**src/rtl/instr_fetch_unit_pkg.sv**
```systemverilog
`default_nettype none
// +----------------------------------------------------------------------------+
// | Module   : instr_fetch_unit_pkg                                            |
// | Brief    : Shared autoencoder definitions for the instruction fetch unit.  |
// | Revision : 1.0                                                             |
// +----------------------------------------------------------------------------+
package instr_fetch_unit_pkg;

    localparam int unsigned c_ADDR_W  = 8;
    localparam int unsigned c_INSTR_W = 16;

    // Opcode field sits in the top nibble: {opcode, f1, f2, f3}
    localparam int unsigned c_OPC_HI = 15;
    localparam int unsigned c_OPC_LO = 12;

    localparam logic [3:0] c_JUMP_OP = 4'hE;
    localparam logic [3:0] c_HALT_OP = 4'hF;

    localparam int unsigned c_STATE_W = 2;
    localparam logic [c_STATE_W-1:0] c_ST_IDLE   = 2'd0;
    localparam logic [c_STATE_W-1:0] c_ST_FETCH  = 2'd1;
    localparam logic [c_STATE_W-1:0] c_ST_DRAIN  = 2'd2;
    localparam logic [c_STATE_W-1:0] c_ST_HALTED = 2'd3;

endpackage
`default_nettype wire

```
**src/rtl/fetch_fifo2.sv**
```systemverilog
`default_nettype none
// +----------------------------------------------------------------------------+
// | Module   : fetch_fifo2                                                     |
// | Brief    : Two-entry register FIFO; head is entry 0, push+pop same cycle.  |
// | Revision : 1.0                                                             |
// +----------------------------------------------------------------------------+
module fetch_fifo2 #(
    parameter int unsigned WIDTH = 16
) (
    input  logic             clk,
    input  logic             rst,
    input  logic             i_push,
    input  logic [WIDTH-1:0] i_push_data,
    input  logic             i_pop,
    output logic [WIDTH-1:0] o_head,
    output logic             o_valid,
    output logic [1:0]       o_count
);

    logic [WIDTH-1:0] r_data0;
    logic [WIDTH-1:0] r_data1;
    logic [1:0]       r_count;
    logic             w_pop;
    logic             w_push;

    assign w_pop  = i_pop && (r_count != 2'd0);
    assign w_push = i_push && ((r_count != 2'd2) || w_pop);

    // Entry 0 is left untouched when the FIFO empties so the head holds its last value
    always_ff @(posedge clk or posedge rst) begin
        if (rst) begin
            r_data0 <= '0;
            r_data1 <= '0;
            r_count <= 2'd0;
        end else begin
            case ({w_push, w_pop})
                2'b10: begin
                    if (r_count == 2'd0) begin
                        r_data0 <= i_push_data;
                    end else begin
                        r_data1 <= i_push_data;
                    end
                    r_count <= r_count + 2'd1;
                end
                2'b01: begin
                    if (r_count == 2'd2) begin
                        r_data0 <= r_data1;
                    end
                    r_count <= r_count - 2'd1;
                end
                2'b11: begin
                    if (r_count == 2'd1) begin
                        r_data0 <= i_push_data;
                    end else begin
                        r_data0 <= r_data1;
                        r_data1 <= i_push_data;
                    end
                end
                default: begin
                end
            endcase
        end
    end

    assign o_head  = r_data0;
    assign o_valid = (r_count != 2'd0);
    assign o_count = r_count;

endmodule
`default_nettype wire

```
**src/rtl/instr_fetch_unit.sv**
```systemverilog
`default_nettype none
// +----------------------------------------------------------------------------+
// | Module   : instr_fetch_unit                                                |
// | Brief    : PC sequencer with prefetch FIFO; resolves JUMP/HALT locally.    |
// | Revision : 1.0                                                             |
// +----------------------------------------------------------------------------+
module instr_fetch_unit
    import instr_fetch_unit_pkg::*;
#(
    parameter int unsigned ADDR_W  = c_ADDR_W,
    parameter int unsigned INSTR_W = c_INSTR_W,
    parameter logic [3:0]  JUMP_OP = c_JUMP_OP,
    parameter logic [3:0]  HALT_OP = c_HALT_OP
) (
    input  logic               clock,
    input  logic               reset,
    input  logic               start,
    input  logic [ADDR_W-1:0]  start_addr,
    output logic               imem_rd_en,
    output logic [ADDR_W-1:0]  imem_addr,
    input  logic [INSTR_W-1:0] imem_rdata,
    output logic [INSTR_W-1:0] instr,
    output logic               instr_valid,
    input  logic               instr_ready,
    output logic               busy,
    output logic               halted,
    output logic [ADDR_W-1:0]  pc
);

    logic [c_STATE_W-1:0] r_state;
    logic [c_STATE_W-1:0] w_state_next;
    logic [ADDR_W-1:0]    r_pc;
    logic [ADDR_W-1:0]    w_pc_next;
    logic                 r_pend;
    logic                 r_squash;
    logic                 w_squash_next;
    logic                 w_rd_en;
    logic                 w_push;
    logic                 w_pop;
    logic [1:0]           w_count;
    logic [2:0]           w_occ;
    logic [3:0]           w_opcode;
    logic                 w_live_ret;
    logic                 w_drained;

    assign w_pop      = instr_valid & instr_ready;
    assign w_opcode   = imem_rdata[c_OPC_HI:c_OPC_LO];
    assign w_live_ret = r_pend & ~r_squash;

    // Slots committed after this cycle: stored + in flight - leaving
    assign w_occ     = {1'b0, w_count} + {2'b00, r_pend} - {2'b00, w_pop};
    assign w_drained = ~r_pend && ((w_count == 2'd0) || ((w_count == 2'd1) && w_pop));

    always_comb begin
        w_state_next  = r_state;
        w_pc_next     = r_pc;
        w_squash_next = r_squash;
        w_rd_en       = 1'b0;
        w_push        = 1'b0;

        if (r_pend && r_squash) begin
            w_squash_next = 1'b0;
        end

        case (r_state)
            c_ST_IDLE, c_ST_HALTED: begin
                if (start) begin
                    w_state_next = c_ST_FETCH;
                    w_pc_next    = start_addr;
                end
            end
            c_ST_FETCH: begin
                w_rd_en = (w_occ <= 3'd1);
                if (w_rd_en) begin
                    w_pc_next = r_pc + ADDR_W'(1);
                end
                // A read issued alongside a JUMP/HALT fetched the wrong path
                if (w_live_ret) begin
                    if (w_opcode == JUMP_OP) begin
                        w_pc_next     = imem_rdata[ADDR_W-1:0];
                        w_squash_next = w_rd_en;
                    end else if (w_opcode == HALT_OP) begin
                        w_squash_next = w_rd_en;
                        w_state_next  = c_ST_DRAIN;
                    end else begin
                        w_push = 1'b1;
                    end
                end
            end
            c_ST_DRAIN: begin
                if (w_drained) begin
                    w_state_next = c_ST_HALTED;
                end
            end
            default: begin
                w_state_next = c_ST_IDLE;
            end
        endcase
    end

    always_ff @(posedge clock or posedge reset) begin
        if (reset) begin
            r_state  <= c_ST_IDLE;
            r_pc     <= '0;
            r_pend   <= 1'b0;
            r_squash <= 1'b0;
        end else begin
            r_state  <= w_state_next;
            r_pc     <= w_pc_next;
            r_pend   <= w_rd_en;
            r_squash <= w_squash_next;
        end
    end

    fetch_fifo2 #(
        .WIDTH (INSTR_W)
    ) u_fifo (
        .clk         (clock),
        .rst         (reset),
        .i_push      (w_push),
        .i_push_data (imem_rdata),
        .i_pop       (w_pop),
        .o_head      (instr),
        .o_valid     (instr_valid),
        .o_count     (w_count)
    );

    assign imem_rd_en = w_rd_en;
    assign imem_addr  = r_pc;
    assign pc         = r_pc;
    assign busy       = (r_state == c_ST_FETCH) || (r_state == c_ST_DRAIN);
    assign halted     = (r_state == c_ST_HALTED);

endmodule
`default_nettype wire
```
**config.mk**
```make
export PLATFORM = sky130hd
export DESIGN_NAME = instr_fetch_unit
export DESIGN_NICKNAME = d
export VERILOG_FILES = /design/src/rtl/instr_fetch_unit_pkg.sv /design/src/rtl/fetch_fifo2.sv /design/src/rtl/instr_fetch_unit.sv
export SDC_FILE = /design/constraint.sdc
export NUM_CORES = 1
export LEC_CHECK = 0
export BUFFER_PORTS_ARGS = -buffer_cell sky130_fd_sc_hd__buf_2
export CAP_MARGIN = 15
export CORE_UTILIZATION = 54
export DETAILED_ROUTE_END_ITERATION = 10
export GPL_TIMING_DRIVEN = 0
export HOLD_SLACK_MARGIN = 0.08
export PLACE_DENSITY = 0.87
export RECOVER_POWER = 50
export SLEW_MARGIN = 20
export SYNTH_ARGS = -nofsm -noshare
export SYNTH_HDL_FRONTEND = slang
export SYNTH_SLANG_ARGS = --single-unit
```
**constraint.sdc**
```tcl
create_clock -name clock -period 4.05 [get_ports clock]
set_input_delay 0.81 -clock clock [delete_from_list [all_inputs] [get_ports clock]]
set_output_delay 0.81 -clock clock [all_outputs]
set_load 0.1 [all_outputs]
```
==> results.md <==
* Nets in the synthesized netlist at 275
* Routed wire length on met2 at 2900 um
* Count of antenna-violating nets left after detailed routing at 0
* Metal1 wirelength at 2450 um
* Max stage delay cell, worst path: dfrtp_2
* Highest fanout seen on the critical path at 10
* Combined global-route utilization of all metal layers at 0.228
* Via count of the routed design at 2103
* Length of routed met3 wiring at 336 um
* Reg2reg start: u_fifo.o_count[1]
* H-Tree Level Count at 2
* # setup viols final at 0
* Wire length of the first global-routing pass at 9140 um
* Length in cells of the worst reg-to-reg path at 13
* Mean area per synthesized cell at between 10 and 15 um2
* Post-route core utilization at 0.680
* Fin. Hold Viols at 0
* Setup TNS at 0 ns
* Number of cell rows at 25
* Hold path startpoint: u_fifo.r_data1[11]
* Top Metal Used: met4
* Synth Instances at roughly 240
* Total Nets Final at 348
* Clock-pin slew of the registers on the worst-case setup and hold paths at 0.08 ns
* Endpoint of the worst hold path: u_fifo.r_data1[11]
* Quantity of I/O buffers inserted on ports at 63
* Rel. slew slack at 0.125
* Worst Setup End Kind: output port
* Number of global-route vias before repair at roughly 2000
* Required time at the endpoint of the critical path at 3.24 ns
* Num CTS Buffers at 5
* Area of all placed cells without fillers at around 3300 um2
* Status: completed
* Count of state elements after synthesis at 46
* CTS Root Buffer Type: clkbuf_8
* Tightest Hold Check Type: reg2reg
* Clk sink count at 46
* Number of enable flip-flop cells after synthesis at 0
* Core region area at 4820 um2
* Final-layout fill cell count at ~400
* Synth area leaders: dfrtp_1 (42%), mux2_2 (12%), mux2_4 (11%)
* Per-cell via count in the routed design at 5.58
* Share of cells above drive strength 1 at 0.419
* Area overhead of the layout relative to synthesis at 19.5%
* Synth async-reset ratio at 1.00
* Antenna violations before repair at 0
* Portion of synthesized cell area occupied by the leading cell type at 0.420
* Largest net degree at the start of global routing at 25
* Max Fclk at 0.256 GHz
* Number of max-cap violations at 0
* Worst Setup Slack, final at 0.140 ns
* Maximum clock skew at final layout at 0.00732 ns
* Cell type with the highest aggregate area in the netlist: dfrtp_1
* Kind of start point of the critical path: flip-flop
* Horizontal die dimension at about 73 um
* Warnings, synthesis at 0
* Number of optimization iterations in the first detailed-route pass at 4
* Hpwl dp at around 4400 um
* Number of DRC violations after detailed routing at 0
* Arrival time at the worst endpoint at 3.10 ns
* Worst reg-to-reg setup slack at 0.98 ns
* CP Cell Sequence: inv_1 > ha_2 > nand2b_2 > inv_1 > ha_1 > inv_1 > ha_1 > inv_1 > fa_1 > xnor2_2 > buf_6 > nand2_1 > nor2_4 > buf_12
* Clock tree from TritonCTS: yes
* Area of the die at 5370 um2
* Unrepaired setup endpoints after global routing: no
* First DRT Iteration DRCs at 109
* Maximum clock insertion buffer count at 2
* Largest stage delay, worst path at 0.45 ns
* Placer's final routability congestion estimate at 0.795
* Cell repeated most along the worst path: inv_1
* Transition time at the pin with the least slew margin at roughly 1.3 ns
* Hold Crit Depth at 1
* Tmin final at 3.91 ns
* Total congestion overflow at 0
* Area post-placement at 3170 um2
* Multi-input gate area at 1430 um2
* DR WL/cell at 15.3 um
* Top_reg_cell synth: dfrtp_1
* Setup slack after placement at -0.153 ns
* Top-Level Pins at 64
* Kind of critical path: reg2out
* Final-report max-slew violation count at 0
* Sequential share of the synthesized area at 0.420
* Final wirelength at just under 6000 um
* Clock latency on the worst-skew pair at 0.31 ns
* Die outline height at 73.3 um
* Reg2reg end: imem_addr[5]
* Initial cell density of the core at 0.569
* Count of inserted antenna diode cells at 0
* Tcrit/Tclk final at 0.965
* Syn Std Cell Area at roughly 2700 um2
* Number of distinct library cells after synthesis at between 40 and 50
* Total area of sequential cells at between 1000 and 1500 um2
## cell usage in the layout (no fill, tap or decap), types with 3 or more instances in the layout
| master | Yosys | layout |
|---|---|---|
| buf_4 | 10 | 13 |
| xnor2_1 | 4 | 3 |
| nand2_1 | 7 | 7 |
| dfrtp_1 | 46 | 45 |
| mux2i_1 | 7 | 7 |
| inv_1 | 14 | 14 |
| o21ai_0 | 9 | 9 |
| mux2_2 | 28 | 28 |
| nand3_1 | 4 | 4 |
| a211oi_1 | 3 | 3 |
| a21oi_1 | 10 | 10 |
| nor2_1 | 9 | 8 |
| nand4_1 | 6 | 6 |
| o31ai_1 | 3 | 3 |
| clkbuf_8 | 0 | 5 |
| mux2_4 | 20 | 20 |
| and3_1 | 4 | 4 |
| ha_1 | 10 | 9 |
| nor3b_1 | 4 | 4 |
| clkbuf_1 | 3 | 19 |
| buf_6 | 2 | 3 |
| buf_2 | 3 | 48 |
## logic make-up after synthesis
logic type / share of synthesized area
multiplexers: 0.250
AND/OR/NAND/NOR: 0.103
flip-flops: 0.420
AO/OA/AOI/OAI: 0.0958
buffers and inverters: 0.0657
adder cells (fa/ha/maj): 0.0529
XOR/XNOR: 0.0128
## critical path: cells and delay by family, from the launching register on
kind / cells / cell delay, ns
buffers and inverters: 6 / 0.65
and+or+nand+nor: 3 / 0.46
xor gates and xnor gates: 1 / 0.21
DFF: 1 / 0.45
adders and majority gates: 4 / 1.02
## cells in the mapped netlist, types with 2 or more instances
library cell and count:
dfrtp_1 46, nor3b_1 4, o221ai_1 2, a21oi_1 10, clkbuf_1 3, xnor2_1 4, buf_6 2, o22ai_1 2
nand3b_1 2, nor2b_1 2, a31oi_1 2, ha_1 10, and4_1 2, inv_1 14, mux2i_1 7, nand4_1 6
nand3_1 4, mux2_4 20, a211oi_1 3, buf_2 3, mux2_2 28, buf_4 10, nand2_1 7, and3_1 4
o31ai_1 3, o21ai_0 9, nand2b_1 2, nor2_1 9
## state kept, by name, summed over array words and instances (netlist names)
register / cells
u_fifo.o_head: 16
u_fifo.r_data1: 16
imem_addr: 8
r_state: 2
u_fifo.o_count: 2
r_pend: 1
r_squash: 1
## final cells by class
class | instances | area share
well taps | 67 | 0.0256
plain buffers | 18 | 0.0397
inverters | 14 | 0.0160
clock buffers | 5 | 0.0210
flip-flops and latches | 46 | 0.352
multi-input cells | 157 | 0.437
repair buffers | 67 | 0.103
clock inverters | 3 | 0.00649
## timing repair
| item | CTS | global route |
|---|---|---|
| setup buffers | 0 | 3 |
| pin swaps | 0 | 0 |
| resized for setup | 5 | 8 |
| hold buffers | 0 | 0 |
| endpoints found under the setup margin | 1 | 1 |
## how the worst max path moves through the flow
| stage | start | to | slack, ns | cells past startpoint |
|---|---|---|---|---|
| floorplan | instr_ready | imem_rd_en | 0.26 | 11 |
| global placement | instr_ready | imem_rd_en | -0.1 | 13 |
| detailed placement | instr_ready | imem_rd_en | -0.15 | 13 |
| CTS | u_fifo.o_count[1] | imem_rd_en | 0.007 | 14 |
| global route | u_fifo.o_count[1] | imem_rd_en | 0.001 | 14 |
| finish | u_fifo.o_count[1] | imem_rd_en | 0.14 | 14 |
## per-stage QoR
stage | cells | hold slack (ns)
4_1_cts | 375 | 0.512
5_1_grt | 377 | 0.531
3_5_place_dp | 367 | 0.492
6_report | 377 | 0.512
3_3_place_gp | 366 | 0.483
2_1_floorplan | 236 | 0.473
## routing by layer
metal	global-route usage	vias to the layer above
met5	0	-
met4	0.0871	0
met3	0.0535	9
met2	0.390	70
met1	0.277	1037
li1	-	987
Power is not shown: default switching activity piles up to over one toggle a cycle in this logic, so the estimate is an artifact.
